## config.mk

```make
export PLATFORM = sky130hd
export DESIGN_NAME = self_test_rx_flat
export DESIGN_NICKNAME = d
export VERILOG_FILES = /design/src/rtl/self_test_rx_pkg.sv /design/src/rtl/self_test_rx_if.sv /design/src/rtl/self_test_rx_sync_2ff.sv /design/src/rtl/self_test_rx.sv /design/src/flat_wrapper.sv
export SDC_FILE = /design/constraint.sdc
export NUM_CORES = 1
export LEC_CHECK = 0
export ABC_AREA = 0
export CAP_MARGIN = 10
export CORE_MARGIN = 5
export CORE_UTILIZATION = 36
export CTS_BUF_LIST = sky130_fd_sc_hd__clkbuf_4
export DETAILED_ROUTE_END_ITERATION = 7
export PLACE_DENSITY = 0.52
export SLEW_MARGIN = 0
export SYNTH_ARGS = -nofsm -noshare
export SYNTH_HDL_FRONTEND = slang
export SYNTH_SLANG_ARGS = --single-unit
```

## constraint.sdc

```tcl
create_clock -name clk -period 2.3 [get_ports clk]
set_input_delay 0.46 -clock clk [delete_from_list [all_inputs] [get_ports clk]]
set_output_delay 0.46 -clock clk [all_outputs]
set_load 0.02 [all_outputs]
```

## src/rtl/self_test_rx_pkg.sv

```systemverilog
// self_test shared package: FSM states, frame constants, parity helper.
// Imported by both the self_test receiver and transmitter.
package self_test_pkg;

  typedef enum logic [2:0] {
    IDLE,
    START,
    DATA,
    PARITY,
    STOP
  } state_t;

  localparam int FRAME_DATA_BITS = 32;
  localparam logic [3:0] SYNC_HDR_DEFAULT = 4'hA;

  // Parity bit that makes data plus parity carry an even count of ones.
  function automatic logic even_parity(
    input logic [FRAME_DATA_BITS-1:0] d
  );
    return ^d;
  endfunction

endpackage

```

## src/rtl/self_test_rx_if.sv

```systemverilog
// self_test receiver bus: serial line in, received word and status out.
// master = receiver side, slave = line driver / status consumer.
interface self_test_rx_if;
  import self_test_pkg::*;

  logic                       rx_in;
  logic [FRAME_DATA_BITS-1:0] data_out;
  logic                       rx_done;
  logic                       rx_valid;
  logic                       parity_err;
  logic                       frame_err;
  logic                       sync_err;
  logic                       busy;

  modport master (
    input  rx_in,
    output data_out,
    output rx_done,
    output rx_valid,
    output parity_err,
    output frame_err,
    output sync_err,
    output busy
  );

  modport slave (
    output rx_in,
    input  data_out,
    input  rx_done,
    input  rx_valid,
    input  parity_err,
    input  frame_err,
    input  sync_err,
    input  busy
  );

endinterface

```

## src/rtl/self_test_rx_sync_2ff.sv

```systemverilog
// Two-flop synchronizer for one asynchronous bit.
// Ports: clk, rst_n, d (async in), q (synced out); resets to RST_VAL.
module sync_2ff #(
  parameter logic RST_VAL = 1'b1
) (
  input  logic clk,
  input  logic rst_n,
  input  logic d,
  output logic q
);

  logic meta;

  always_ff @(posedge clk or negedge rst_n) begin
    if (!rst_n) begin
      meta <= RST_VAL;
      q    <= RST_VAL;
    end else begin
      meta <= d;
      q    <= meta;
    end
  end

endmodule

```

## src/rtl/self_test_rx.sv

```systemverilog
// self_test serial receiver: start, 32 data MSB-first, even parity, stop.
// Ports: clk, rst_n, bus (self_test_rx_if.master: rx_in in, word/status out).
module self_test_rx
  import self_test_pkg::*;
#(
  parameter int         CLKS_PER_BIT = 4,
  parameter logic [3:0] SYNC_HDR     = SYNC_HDR_DEFAULT
) (
  input  logic           clk,
  input  logic           rst_n,
  self_test_rx_if.master bus
);

  localparam int TW = $clog2(CLKS_PER_BIT);
  localparam logic [TW-1:0] T_HALF = TW'(CLKS_PER_BIT / 2 - 1);
  localparam logic [TW-1:0] T_FULL = TW'(CLKS_PER_BIT - 1);
  localparam logic [5:0] LAST_BIT = 6'(FRAME_DATA_BITS - 1);

  state_t                     state;
  logic                       rx_s;
  logic                       rx_prev;
  logic [TW-1:0]              timer;
  logic [5:0]                 bit_cnt;
  logic [FRAME_DATA_BITS-1:0] shift;
  logic                       par_bit;

  logic [FRAME_DATA_BITS-1:0] data_q;
  logic                       done_q;
  logic                       valid_q;
  logic                       pe_q;
  logic                       fe_q;
  logic                       se_q;
  logic                       busy_q;

  logic pe_n;
  logic fe_n;
  logic se_n;

  sync_2ff #(
    .RST_VAL(1'b1)
  ) u_sync (
    .clk  (clk),
    .rst_n(rst_n),
    .d    (bus.rx_in),
    .q    (rx_s)
  );

  // Error terms evaluated on the stop-bit sample cycle.
  assign pe_n = even_parity(shift) ^ par_bit;
  assign fe_n = ~rx_s;
  assign se_n = shift[FRAME_DATA_BITS-1 -: 4] != SYNC_HDR;

  // rx_prev tracks the line every cycle, so after a low stop bit the
  // line must be seen high again before a new falling edge can arm.
  always_ff @(posedge clk or negedge rst_n) begin
    if (!rst_n) begin
      state   <= IDLE;
      rx_prev <= 1'b1;
      timer   <= '0;
      bit_cnt <= '0;
      shift   <= '0;
      par_bit <= 1'b0;
      data_q  <= '0;
      done_q  <= 1'b0;
      valid_q <= 1'b0;
      pe_q    <= 1'b0;
      fe_q    <= 1'b0;
      se_q    <= 1'b0;
      busy_q  <= 1'b0;
    end else begin
      rx_prev <= rx_s;
      done_q  <= 1'b0;
      valid_q <= 1'b0;
      unique case (state)
        IDLE: begin
          if (rx_prev && !rx_s) begin
            state  <= START;
            timer  <= '0;
            busy_q <= 1'b1;
          end
        end
        START: begin
          if (timer == T_HALF) begin
            timer <= '0;
            if (!rx_s) begin
              state   <= DATA;
              bit_cnt <= '0;
            end else begin
              state  <= IDLE;
              busy_q <= 1'b0;
            end
          end else begin
            timer <= timer + 1'b1;
          end
        end
        DATA: begin
          if (timer == T_FULL) begin
            timer <= '0;
            shift <= {shift[FRAME_DATA_BITS-2:0], rx_s};
            if (bit_cnt == LAST_BIT) begin
              state <= PARITY;
            end else begin
              bit_cnt <= bit_cnt + 1'b1;
            end
          end else begin
            timer <= timer + 1'b1;
          end
        end
        PARITY: begin
          if (timer == T_FULL) begin
            timer   <= '0;
            par_bit <= rx_s;
            state   <= STOP;
          end else begin
            timer <= timer + 1'b1;
          end
        end
        STOP: begin
          if (timer == T_FULL) begin
            timer   <= '0;
            state   <= IDLE;
            busy_q  <= 1'b0;
            data_q  <= shift;
            done_q  <= 1'b1;
            pe_q    <= pe_n;
            fe_q    <= fe_n;
            se_q    <= se_n;
            valid_q <= ~(pe_n | fe_n | se_n);
          end else begin
            timer <= timer + 1'b1;
          end
        end
        default: begin
          state  <= IDLE;
          busy_q <= 1'b0;
        end
      endcase
    end
  end

  assign bus.data_out   = data_q;
  assign bus.rx_done    = done_q;
  assign bus.rx_valid   = valid_q;
  assign bus.parity_err = pe_q;
  assign bus.frame_err  = fe_q;
  assign bus.sync_err   = se_q;
  assign bus.busy       = busy_q;

endmodule

```

## src/flat_wrapper.sv

```systemverilog
// flat-port wrapper written by rule: the top's interface ports become plain ports
module self_test_rx_flat import self_test_pkg::*;
#(
  parameter int         CLKS_PER_BIT = 4,
  parameter logic [3:0] SYNC_HDR     = SYNC_HDR_DEFAULT
)
  (clk, rst_n, bus_rx_in, bus_data_out, bus_rx_done, bus_rx_valid, bus_parity_err, bus_frame_err, bus_sync_err, bus_busy);
  self_test_rx_if bus_i ();
  input  logic clk;
  input  logic rst_n;
  input wire logic [$bits(bus_i.rx_in)-1:0] bus_rx_in;
  output wire logic [$bits(bus_i.data_out)-1:0] bus_data_out;
  output wire logic [$bits(bus_i.rx_done)-1:0] bus_rx_done;
  output wire logic [$bits(bus_i.rx_valid)-1:0] bus_rx_valid;
  output wire logic [$bits(bus_i.parity_err)-1:0] bus_parity_err;
  output wire logic [$bits(bus_i.frame_err)-1:0] bus_frame_err;
  output wire logic [$bits(bus_i.sync_err)-1:0] bus_sync_err;
  output wire logic [$bits(bus_i.busy)-1:0] bus_busy;
  assign bus_i.rx_in = bus_rx_in;
  assign bus_data_out = bus_i.data_out;
  assign bus_rx_done = bus_i.rx_done;
  assign bus_rx_valid = bus_i.rx_valid;
  assign bus_parity_err = bus_i.parity_err;
  assign bus_frame_err = bus_i.frame_err;
  assign bus_sync_err = bus_i.sync_err;
  assign bus_busy = bus_i.busy;
  self_test_rx #(.CLKS_PER_BIT(CLKS_PER_BIT), .SYNC_HDR(SYNC_HDR)) u_core (.clk(clk), .rst_n(rst_n), .bus(bus_i));
endmodule
```

**After elaboration in Yosys (flattened, before gate mapping)**

Cells that the tools add are included.

- Bits in registers: 85
- Word-level logic and storage cells: 81
- Input port bits: 3
- Output and inout bits: 38

- Bitwise gates (word level): 6
- Add/sub/neg operators: 2
- Muxes and demuxes: 26
- Reduce and logical (&&, ||, !) cells: 15
- Eq/ne operators: 17

Operators by type and width:

| kind | number |
|---|---|
| $reduce_xor A32 Y1 | 1 |
| $mux W6 | 4 |
| $mux W3 | 6 |
| $pmux W3 S5 | 1 |
| $ne A2 B1 Y1 const B | 6 |
| $pmux W6 S2 | 1 |
| $reduce_and A5 Y1 | 2 |
| $mux W1 | 8 |
| $mux W2 | 4 |
| $reduce_and A2 Y1 | 4 |
| $add A6 B1 Y6 const B | 1 |
| $eq A3 B2 Y1 const B | 2 |
| $eq A6 B5 Y1 const B | 1 |
| $ne A2 B2 Y1 const B | 3 |
| $pmux W2 S3 | 1 |
| $reduce_and A6 Y1 | 1 |
| $ne A4 B4 Y1 const B | 1 |
| $pmux W1 S4 | 1 |
| $eq A3 B1 Y1 const B | 1 |
| $eq A3 B3 Y1 const B | 1 |
| $logic_not A3 Y1 | 1 |
| $not A1 Y1 | 3 |
| $reduce_bool A3 Y1 | 1 |
| $reduce_or A3 Y1 | 1 |
| 9 further kinds | 10 |

**Longest topological paths before layout**

Gate-level depths: netlist of the first run.

- Depth in word-level cells: 7
- Mapped depth: 7
- Mapped depth without buffers: 7

**Modules after synthesis**

From an unflattened synthesis of the first run, not the netlist that was laid out.

- Cells, all modules: 334
- Area total of the unflattened synthesis: 3739.8 um^2

By module, submodules not included:

| module | sequential area each (um^2) | area each (um^2) | times used | cells each |
|---|---|---|---|---|
| self_test_rx | 2078.2 | 3687.3 | 1 | 332 |
| sync_2ff | 52.6 | 52.6 | 1 | 2 |

**Least setup slack after synthesis of the first run**

OpenSTA, ideal clock, no wires.

- Kind: reg-to-reg
- Start point: register u_core.shift[30]
- End point: register u_core.pe_q (netlist: u_core.bus.parity_err)
- Path slack: 0.380 ns
- Setup time: 0.125 ns
- Clock period less this slack: 1.920 ns
- Arrival time: 1.795 ns
- Required time: 2.175 ns
- Path buffers: 0
- Cell stages (with the launch flop): 8
- Cells stage by stage: dfrtp_1 > inv_1 > ha_1 > xnor2_1 > xnor2_1 > xnor3_1 > xnor3_1 > mux2_4

- Cells in the longest elaborated chain, start to end: 2

RTL lines:

| what | line | text |
|---|---|---|
| from (decl) | self_test_rx.sv:24 | `logic [FRAME_DATA_BITS-1:0] shift;` |
| from (signal assigned) | self_test_rx.sv:99 | `shift <= {shift[FRAME_DATA_BITS-2:0], rx_s};` |
| $reduce_xor A32 Y1 | self_test_rx_pkg.sv:20 | `return ^d;` |
| $xor A1 B1 Y1 | self_test_rx.sv:49 | `assign pe_n = even_parity(shift) ^ par_bit;` |
| to (signal assigned) | self_test_rx.sv:125 | `pe_q <= pe_n;` |
| to (decl) | self_test_rx.sv:30 | `logic pe_q;` |

Every way passes these cells.
A chain may end at the register's enable or synchronous reset.

**Worst setup path in the final report of the first run**

Same ends and word-level chain as after synthesis.

==> flow_summary_export.csv, run 1 <==
group,metric,value,unit
hold_path,worstHoldStart,"u_core.u_sync.meta$_DFF_PN1_",
power,p_leak,0.002182,uW
setup_path,rrSetupSlack,0.25,ns
clocking,clk_pin_slew_worst_paths,0.13,ns
global_routing,grt_max_degree,44,
clocking,postCtsSetupBuffers,0,
setup_path,r2r-start,"u_core.shift[30]$_DFFE_PN0P_",
place,io_buffer_count,40,
global_routing,antenna_found_initial,0,
setup_path,rr_worst_depth,7,
flow_run,cap_violations,0,
synthesis,yosysTopAreaCellShare,53.63,%
synthesis,synthFlopType,"dfrtp_1",
synthesis,synth.distinct_cells,47,
synthesis,synth-edff-count,0,
sta,clock_skew,0.01450,ns
global_routing,grt.total_usage,12.00,%
sta,min_period_over_period,89.01,%
synthesis,avgSynthCellArea,11.29,um^2
synthesis,yosysSeqAreaShare,55.69,%
setup_path,cp-end-kind,"flop",
clocking,numCtsBuffers,9,
global_routing,grt_pass1_vias,2484,
power,power_frac_seq,50.2,%
power,p_switching,1048,uW
power,ir_drop,0.3791,mV
sta,tns,0,ns
floorplanning,die_h,113.1,um
setup_path,cp.arrival,2.37,ns
final_layout,multi_input_area,1597,um^2
detailed_routing,vias,2463,
final_layout,nNetsFinal,395,
place,pre_cts_ws,0.2920,ns
floorplanning,fp.coreArea,10320,um^2
sta,slew_viol_final,0,
hold_path,min_to,"u_core.u_sync.q$_DFF_PN1_",
clocking,clk_latency,0.43,ns
setup_path,cp.required,2.62,ns
floorplanning,die_width,113.1,um
setup_path,r2r-end,"u_core.bus.parity_err$_DFFE_PN0P_",
sta,clock.fmax,488.5,MHz
detailed_routing,vias_per_cell,4.674,
synthesis,yosysTopAreaCell,"dfrtp_1",
clocking,cts_buffer_depth,2,
place,postPlaceCellArea,4429,um^2
synthesis,ys_async_sr_fraction,100.0,%
final_layout,ff_latch_area,2131,um^2
final_layout,area_delta_synth_final,19.75,%
synthesis,syn_nets,348,
synthesis,synth_area,3826,um^2
floorplanning,core.rowCount,37,
final_layout,design_area,4582,um^2
synthesis,ys_top_cells_by_area,"dfrtp_1 54%, nand2_1 9.8%, mux2_2 9.1%",
detailed_routing,postRouteAntennaNets,0,
setup_path,startpoint,"u_core.shift[30]$_DFFE_PN0P_",
setup_path,worstSetupPathType,"flop to flop",
final_layout,post-route-util,44.38,%
setup_path,crit_path_top_delay_cell,"dfrtp_1",
power,power_frac_comb,23.9,%
hold_path,hp-class,"flop to flop",
setup_path,slowest_delay,0.41,ns
setup_path,cp-start-kind,"flop",
detailed_routing,routedWlPerCell,13.58,um
final_layout,layout_commonest_cell,"nand2_1",
clocking,htreeDepth,3,
place,place.gp.congestion,0.7893,
power,power_density,731.8,nW/um^2
global_routing,grt_pass1_wl,12390,um
sta,timing.hold.ws,0.3653,ns
clocking,cts_resized,0,
sta,slew_headroom,65.88,%
floorplanning,die_area,12790,um^2
synthesis,syn_inst,339,
clocking,cts_root_buffer,"clkbuf_4",
final_layout,fillers,994,
final_layout,drive_gt1_share,18.16,%
floorplanning,ios,41,
clocking,cts_tree,"yes",
power,intPower,2306,uW
detailed_routing,firstDrtPassIters,4,
sta,hold_viol,0,
power,switching_share,31.24,%
sta,post-route-min-period,2.047,ns
detailed_routing,wl,7158,um
detailed_routing,drt_iter0_drc,116,
final_layout,layout_common_cells,"100 x nand2_1, 82 x dfrtp_1, 39 x clkdlybuf4s50_1",
setup_path,crit_fanout,3,
sta,post-route-worst-setup-slack,0.2527,ns
synthesis,ys_warn_count,0,
clocking,cts_hold_buf,1,
floorplanning,start_util,37.06,%
status,status,"finished, final reports clean",
sta,setup_viol,0,
sta,worst_slew_pin_slew,0.5110,ns
final_layout,diodes,0,
hold_path,whs_path_depth,0,
global_routing,overflow,0,
detailed_routing,drcViolationCount,0,
clocking,cts_sinks,85,
power,clkPwrFrac,25.9,%
place,dp_hpwl,4927,um
sta,rsz0062_at_grt,"no",
synthesis,synth-seq-cells,85,
setup_path,path_cells,"inv_1 > ha_1 > xnor2_1 > xnor2_1 > xnor3_1 > xnor3_1 > mux2_4",
-- final cells by class --
class	count	area share, %
clock buffer	9	1.475
inverter	7	0.5735
tap	136	3.714
multi-input combinational	231	34.84
clock inverter	7	1.638
sequential	85	46.50
timing repair buffer	52	11.25
-- stage by stage --
stage,total power (uW),instances
global placement,2511,510
CTS,3409,527
floorplan,2304,339
finish,3353,527
global route,3580,527
detailed placement,2517,510
-- layer usage --
| metal | GRT usage [%] | wire length [um] | vias to the layer above |
|---|---|---|---|
| met5 | 0 | 0 | - |
| met4 | 4.567 | 104 | 0 |
| met3 | 2.567 | 242 | 10 |
| met2 | 17.73 | 3160 | 33 |
| met1 | 17.26 | 3651 | 1201 |
| li1 | - | - | 1219 |
-- synth_stat cells, types with 2 or more instances --
cell type and instances:
nand2_1 100, dfrtp_1 82, mux2_2 31, xnor2_1 21, o21ai_0 12, buf_2 10
nor2_1 8, ha_1 6, inv_1 6, nand3_1 5, clkbuf_1 4, xnor3_1 4
a211oi_1 3, dfstp_2 3, xnor2_2 3, a21o_1 2, a21oi_1 2, buf_1 2
nand2b_1 2, nor3_1 2, o22ai_1 2, o31ai_1 2, or3b_1 2, xor2_1 2
-- worst max path at each step --
stage / end / cells past startpoint
after floorplan: u_core.bus.parity_err$_DFFE_PN0P_ / 7
after CTS: u_core.bus.parity_err$_DFFE_PN0P_ / 7
after detailed placement: u_core.bus.parity_err$_DFFE_PN0P_ / 7
after global placement: u_core.bus.parity_err$_DFFE_PN0P_ / 7
final: u_core.bus.parity_err$_DFFE_PN0P_ / 7
after global routing: u_core.bus.parity_err$_DFFE_PN0P_ / 7
-- power by group through the flow --
stage / clock (uW) / combinational, uW / sequential [uW]
after floorplan: 0 / 612 / 1690
after global placement: 0 / 801 / 1710
after detailed placement: 0 / 805 / 1710
after CTS: 914 / 812 / 1680
after global routing: 981 / 902 / 1700
final: 869 / 801 / 1680
-- cell families after synthesis --
family	Yosys count	synth area share, %
AOI/OAI and AO/OA	33	6.671
xor gates and xnor gates	30	8.895
adders and majority gates	6	1.962
buffers and inverters	23	2.583
DFF	85	55.69
muxes	34	10.07
and+or+nand+nor	128	14.13
-- critical path: cells and delay by family, from the launching register on --
family                   cells  cell delay, ns
adder cells (fa/ha/maj)      1            0.25
flip-flops                   1            0.41
XOR/XNOR                     4            0.93
buffers and inverters        1            0.10
multiplexers                 1            0.27
-- registers in the layout, indices dropped and copies added, names as in the netlist, 2 cells and up --
signal	flops
u_core.bit_cnt	6
u_core.bus.data_out	32
u_core.shift	32
u_core.state	3
u_core.timer	2
(Power assumes the default switching activity.)
==> run 2, diff against run 1 <==
ABC_AREA = 1   (was 0)
clock period = 1.95 ns   (was 2.3 ns; I/O delays follow)
==> flow_summary_export.csv, run 2 <==
group,metric,value,unit
floorplanning,core.rowCount,38,
synthesis,synth-seq-cells,85,
setup_path,crit_fanout,2,
detailed_routing,highest_layer,"met4",
synthesis,avgSynthCellArea,8.024,um^2
synthesis,synth_xor_area_share,1.334,%
sta,post-route-min-period,1.847,ns
synthesis,synth_common_cells,"203 x nand2_1, 82 x dfrtp_1, 66 x o21ai_0",
setup_path,cp-start-kind,"flop",
sta,clock.fmax,541.4,MHz
flow_run,cap_violations,0,
sta,setup_viol,0,
detailed_routing,drcViolationCount,0,
final_layout,drive_gt1_share,6.852,%
setup_path,slowest_delay,0.61,ns
final_layout,post-route-util,43.28,%
detailed_routing,routedWlPerCell,11.36,um
sta,slew_viol_final,0,
place,io_buffer_count,40,
setup_path,crit_path_top_delay_cell,"clkdlybuf4s50_1",
final_layout,nNetsFinal,544,
synthesis,syn_nets,500,
floorplanning,ios,41,
final_layout,diodes,0,
final_layout,area_delta_synth_final,18.55,%
clocking,cts_tree,"yes",
status,status,"finished, final reports clean",
synthesis,synthFlopType,"dfrtp_1",
clocking,postCtsSetupBuffers,0,
synthesis,synth.distinct_cells,25,
sta,timing.hold.ws,0.3367,ns
global_routing,antenna_found_initial,0,
synthesis,ys_warn_count,0,
synthesis,synth-edff-count,0,
power,power_density,995.2,nW/um^2
global_routing,grt_max_degree,86,
detailed_routing,drt_iter0_drc,144,
synthesis,yosysTopAreaCell,"dfrtp_1",
hold_path,min_to,"u_core.u_sync.meta$_DFF_PN1_",
sta,post-route-worst-setup-slack,0.1028,ns
setup_path,r2r-end,"u_core.bus.parity_err$_DFFE_PN0P_",
synthesis,synth-compound-area-share,10.73,%
global_routing,grt.total_usage,12.92,%
synthesis,ys_top_cells_by_area,"dfrtp_1 52%, nand2_1 19%, o21ai_0 8.4%",
clocking,numCtsBuffers,9,
synthesis,yosys-mux-area-fraction,0,%
power,p_leak,0.002236,uW
hold_path,whs_path_depth,1,
power,ir_drop,0.7000,mV
synthesis,yosysTopAreaCellShare,52.08,%
sta,clock_skew,0.01734,ns
floorplanning,die_area,13140,um^2
hold_path,worstHoldStart,"bus_rx_in",
place,pre_cts_ws,0.3284,ns
synthesis,synth_top_family_by_area,"simple AND/OR/NAND/NOR gates",
detailed_routing,vias,3099,
final_layout,layout_commonest_cell,"nand2_1",
setup_path,rr_worst_depth,12,
clocking,clk_pin_slew_worst_paths,0.15,ns
final_layout,layout_common_cells,"203 x nand2_1, 82 x dfrtp_1, 66 x o21ai_0",
setup_path,worstSetupPathType,"flop to output port",
global_routing,overflow,0,
power,p_total,4649,uW
floorplanning,fp.coreArea,10790,um^2
clocking,clk_latency,0.46,ns
setup_path,critPathBufInv,1,
sta,slew_headroom,69.63,%
detailed_routing,wl_met1,3995,um
synthesis,yosys.area_share.simple,25.02,%
setup_path,startpoint,"u_core.bus.data_out[23]$_DFFE_PN0P_",
clocking,cts_buffer_depth,2,
final_layout,fillers,1104,
detailed_routing,firstDrtPassIters,4,
clocking,cts_root_buffer,"clkbuf_4",
global_routing,grt_pass1_wl,13590,um
setup_path,path_cells,"clkdlybuf4s50_1",
place,place.gp.congestion,0.8097,
synthesis,synth_most_common_cell,"nand2_1",
setup_path,rrSetupSlack,0.30,ns
clocking,cts_sinks,85,
detailed_routing,vias_per_cell,4.557,
detailed_routing,postRouteAntennaNets,0,
place,dp_hpwl,5399,um
global_routing,grt_pass1_vias,2958,
floorplanning,die_width,114.6,um
detailed_routing,wl_met3,267,um
sta,hold_viol,0,
floorplanning,start_util,36.51,%
setup_path,cpLargestDelayFamily,"buffers and inverters",
setup_path,cp.arrival,1.46,ns
synthesis,syn_inst,491,
detailed_routing,wl_met2,3285,um
sta,min_period_over_period,94.73,%
setup_path,cp.required,1.56,ns
detailed_routing,wl,7722,um
sta,worst_slew_pin_slew,0.4556,ns
hold_path,hp-class,"input port to flop",
setup_path,cp-end-kind,"output port",
clocking,htreeDepth,3,
synthesis,ys_async_sr_fraction,100.0,%
synthesis,yosysSeqAreaShare,54.08,%
synthesis,synth_fa_ha_area_share,1.905,%
setup_path,r2r-start,"u_core.shift[28]$_DFFE_PN0P_",
synthesis,synth_area,3940,um^2
floorplanning,die_h,114.6,um
sta,rsz0062_at_grt,"no",
sta,tns,0,ns
[run 2: changes by cell type after synthesis, sizes merged, moves of 21 or more]
cell   previous run  this run
nand2           100       206
o21ai            13        73
xnor2            24         3
mux2             33         0
inv               6        56
[run 2: worst max path at each step]
stage,to,slack [ns],cells past startpoint
final,bus_data_out[23],0.10,1
after global routing,bus_data_out[22],0.004,1
after CTS,bus_parity_err,0.04,1
after detailed placement,u_core.bus.parity_err$_DFFE_PN0P_,0.33,12
after global placement,u_core.bus.rx_valid$_DFF_PN0_,0.37,8
after floorplan,u_core.bus.parity_err$_DFFE_PN0P_,0.46,12
[run 2: final cells by class]
type | instances | area [um^2] | area share, %
sequential | 85 | 2131 | 45.62
tap | 140 | 175.2 | 3.750
clock buffer | 9 | 67.56 | 1.447
timing repair buffer | 46 | 460.4 | 9.858
multi-input combinational | 337 | 1536 | 32.90
inverter | 56 | 210.2 | 4.500
clock inverter | 7 | 90.09 | 1.929
[run 2: report_power, final]
| group | leakage [uW] | switching (uW) | internal (uW) |
|---|---|---|---|
| registers | 0.00116 | 166 | 1930 |
| clock network | 0.0000833 | 621 | 513 |
| logic | 0.000992 | 921 | 497 |
| total | 0.00224 | 1710 | 2940 |
[run 2: logic make-up (layout without fill, tap and decap cells)]
group,after synthesis,count (layout)
and+or+nand+nor,241,241
DFF,85,85
AOI/OAI and AO/OA,84,84
buffers and inverters,69,118
adders and majority gates,6,6
xor gates and xnor gates,6,6
[run 2: timing repair]
action	in CTS	in global routing
hold endpoints to repair	82	0
gates resized for setup	0	1
endpoints found under the setup margin	0	1
hold buffers	1	0
[run 2: metrics by stage]
stage / std cells / area, um^2
after floorplan: 491 / 3940
after global placement: 663 / 4501
after detailed placement: 663 / 4501
after CTS: 680 / 4668
after global routing: 680 / 4671
final: 680 / 4671
[run 2: routing by layer]
layer / global-route usage, % / up-vias
met2: 19.05 / 34
met3: 3.066 / 13
met4: 5.938 / 0
li1: - / 1629
met1: 17.95 / 1423
met5: 0 / -
==> run 3, diff against run 2 <==
CTS_BUF_LIST = unset   (was sky130_fd_sc_hd__clkbuf_4)
GPL_TIMING_DRIVEN = 0   (was unset)
==> flow_summary_export.csv, run 3 (synthesized netlist as in run 2, its figures left out) <==
group,metric,value,unit
status,status,"finished, final reports clean",
floorplanning,start_util,36.51,%
hold_path,worstHoldStart,"u_core.u_sync.meta$_DFF_PN1_",
flow_run,cap_violations,0,
setup_path,r2r-end,"u_core.shift[29]$_DFFE_PN0P_",
setup_path,r2r-start,"u_core.state[2]$_DFFE_PN0P_",
final_layout,layout_common_cells,"203 x nand2_1, 82 x dfrtp_1, 66 x o21ai_0",
clocking,cts_tree,"yes",
setup_path,cpLargestDelayFamily,"buffers and inverters",
detailed_routing,firstDrtPassIters,4,
sta,tns,0,ns
detailed_routing,vias,3167,
sta,clock.fmax,573.3,MHz
floorplanning,die_area,13140,um^2
setup_path,cp-start-kind,"flop",
global_routing,grt_max_degree,57,
setup_path,cp.required,1.56,ns
clocking,numCtsBuffers,9,
clocking,clk_latency,0.35,ns
setup_path,path_cells,"clkdlybuf4s50_1",
final_layout,nNetsFinal,553,
setup_path,critPathBufInv,1,
sta,setup_viol,0,
global_routing,grt_pass1_wl,14900,um
hold_path,hp-class,"flop to flop",
setup_path,cp-end-kind,"output port",
sta,min_period_over_period,89.45,%
detailed_routing,vias_per_cell,4.597,
place,dp_hpwl,6155,um
global_routing,overflow,0,
detailed_routing,drt_iter0_drc,133,
sta,slew_headroom,65.35,%
final_layout,layout_commonest_cell,"nand2_1",
detailed_routing,routedWlPerCell,12.36,um
floorplanning,die_h,114.6,um
place,place.gp.congestion,0.8243,
sta,hold_viol,0,
setup_path,crit_fanout,2,
floorplanning,fp.coreArea,10790,um^2
sta,post-route-min-period,1.744,ns
floorplanning,die_width,114.6,um
detailed_routing,postRouteAntennaNets,0,
setup_path,slowest_delay,0.62,ns
sta,worst_slew_pin_slew,0.5198,ns
sta,slew_viol_final,0,
setup_path,rrSetupSlack,0.24,ns
setup_path,worstSetupPathType,"flop to output port",
hold_path,whs_path_depth,0,
clocking,clk_pin_slew_worst_paths,0.08,ns
floorplanning,core.rowCount,38,
power,ir_drop,0.6469,mV
final_layout,diodes,0,
global_routing,grt_pass1_vias,3200,
place,io_buffer_count,40,
sta,clock_skew,0.01124,ns
hold_path,min_to,"u_core.u_sync.q$_DFF_PN1_",
setup_path,crit_path_top_delay_cell,"clkdlybuf4s50_1",
clocking,htreeDepth,3,
global_routing,grt.total_usage,14.00,%
clocking,cts_sinks,85,
clocking,cts_buffer_depth,2,
power,p_leak,0.002249,uW
setup_path,cp.arrival,1.35,ns
sta,timing.hold.ws,0.3629,ns
power,power_density,1011,nW/um^2
floorplanning,ios,41,
clocking,cts_resized,0,
sta,rsz0062_at_grt,"no",
setup_path,rr_worst_depth,6,
detailed_routing,drcViolationCount,0,
global_routing,antenna_found_initial,0,
final_layout,drive_gt1_share,7.104,%
detailed_routing,wl,8514,um
final_layout,area_delta_synth_final,20.64,%
final_layout,fillers,1116,
clocking,cts_root_buffer,"clkbuf_8",
[run 3: changes by cell type in the layout (fill, tap and decap cells not counted), sizes merged]
cell	delta
clkdlybuf4s50	+1
bufinv	-1
dlymetal6s2s	-1
buf	+2
clkinv	-2
clkbuf	+10
[run 3: how the worst max path moves through the flow]
stage | from | endpoint | slack (ns) | cells past startpoint
2_1_floorplan | u_core.shift[28]$_DFFE_PN0P_ | u_core.bus.parity_err$_DFFE_PN0P_ | 0.46 | 12
3_3_place_gp | rst_n | u_core.bit_cnt[3]$_DFFE_PN0P_ | -2.78 | 1
3_5_place_dp | u_core.timer[0]$_DFFE_PN0P_ | u_core.shift[2]$_DFFE_PN0P_ | 0.22 | 4
4_1_cts | u_core.bus.parity_err$_DFFE_PN0P_ | bus_parity_err | 0.18 | 1
5_1_grt | u_core.timer[0]$_DFFE_PN0P_ | u_core.bus.data_out[20]$_DFFE_PN0P_ | 0.04 | 6
6_report | u_core.bus.data_out[2]$_DFFE_PN0P_ | bus_data_out[2] | 0.21 | 1
[run 3: area by class of cell]
type	count	area [um^2]	area share [%]
Sequential cell	85	2131	44.83
Multi-Input combinational cell	337	1536	32.32
Timing Repair Buffer	42	435.4	9.160
Inverter	56	210.2	4.422
Tap cell	140	175.2	3.685
Clock buffer	12	155.1	3.264
Buffer	13	62.56	1.316
Clock inverter	4	47.55	1.000
[run 3: routing by layer]
| layer | part of all wire, % | track usage (%) |
|---|---|---|
| met1 | 48 | 18.23 |
| met2 | 47 | 23.32 |
| met3 | 3.5 | 3.805 |
| met4 | 0.69 | 3.088 |
| met5 | 0 | 0 |
[run 3: what timing repair did]
action | 4_1_cts | 5_1_grt
hold buffers | 1 | 0
endpoints found under the hold margin | 29 | 0
buffers inserted | 0 | 0
[run 3: power breakdown]
part	switching, uW	internal (uW)	leakage (uW)
Clock	611	659	0.000102
Combinational	934	504	0.000986
Sequential	167	1930	0.00116
Total	1710	3090	0.00225
[run 3: per-stage QoR]
stage / util, % / instance area [um^2] / power, uW / setup slack (ns) / instances
after detailed placement: 42.07 / 4541 / 3580 / 0.2212 / 672
after global placement: 41.84 / 4516 / 3535 / -2.778 / 671
after floorplan: - / 3940 / 3180 / 0.4621 / 491
after global routing: 44.04 / 4753 / 5185 / 0.04240 / 689
after CTS: 44.04 / 4753 / 4888 / 0.1817 / 689
final: 44.04 / 4753 / 4806 / 0.2058 / 689
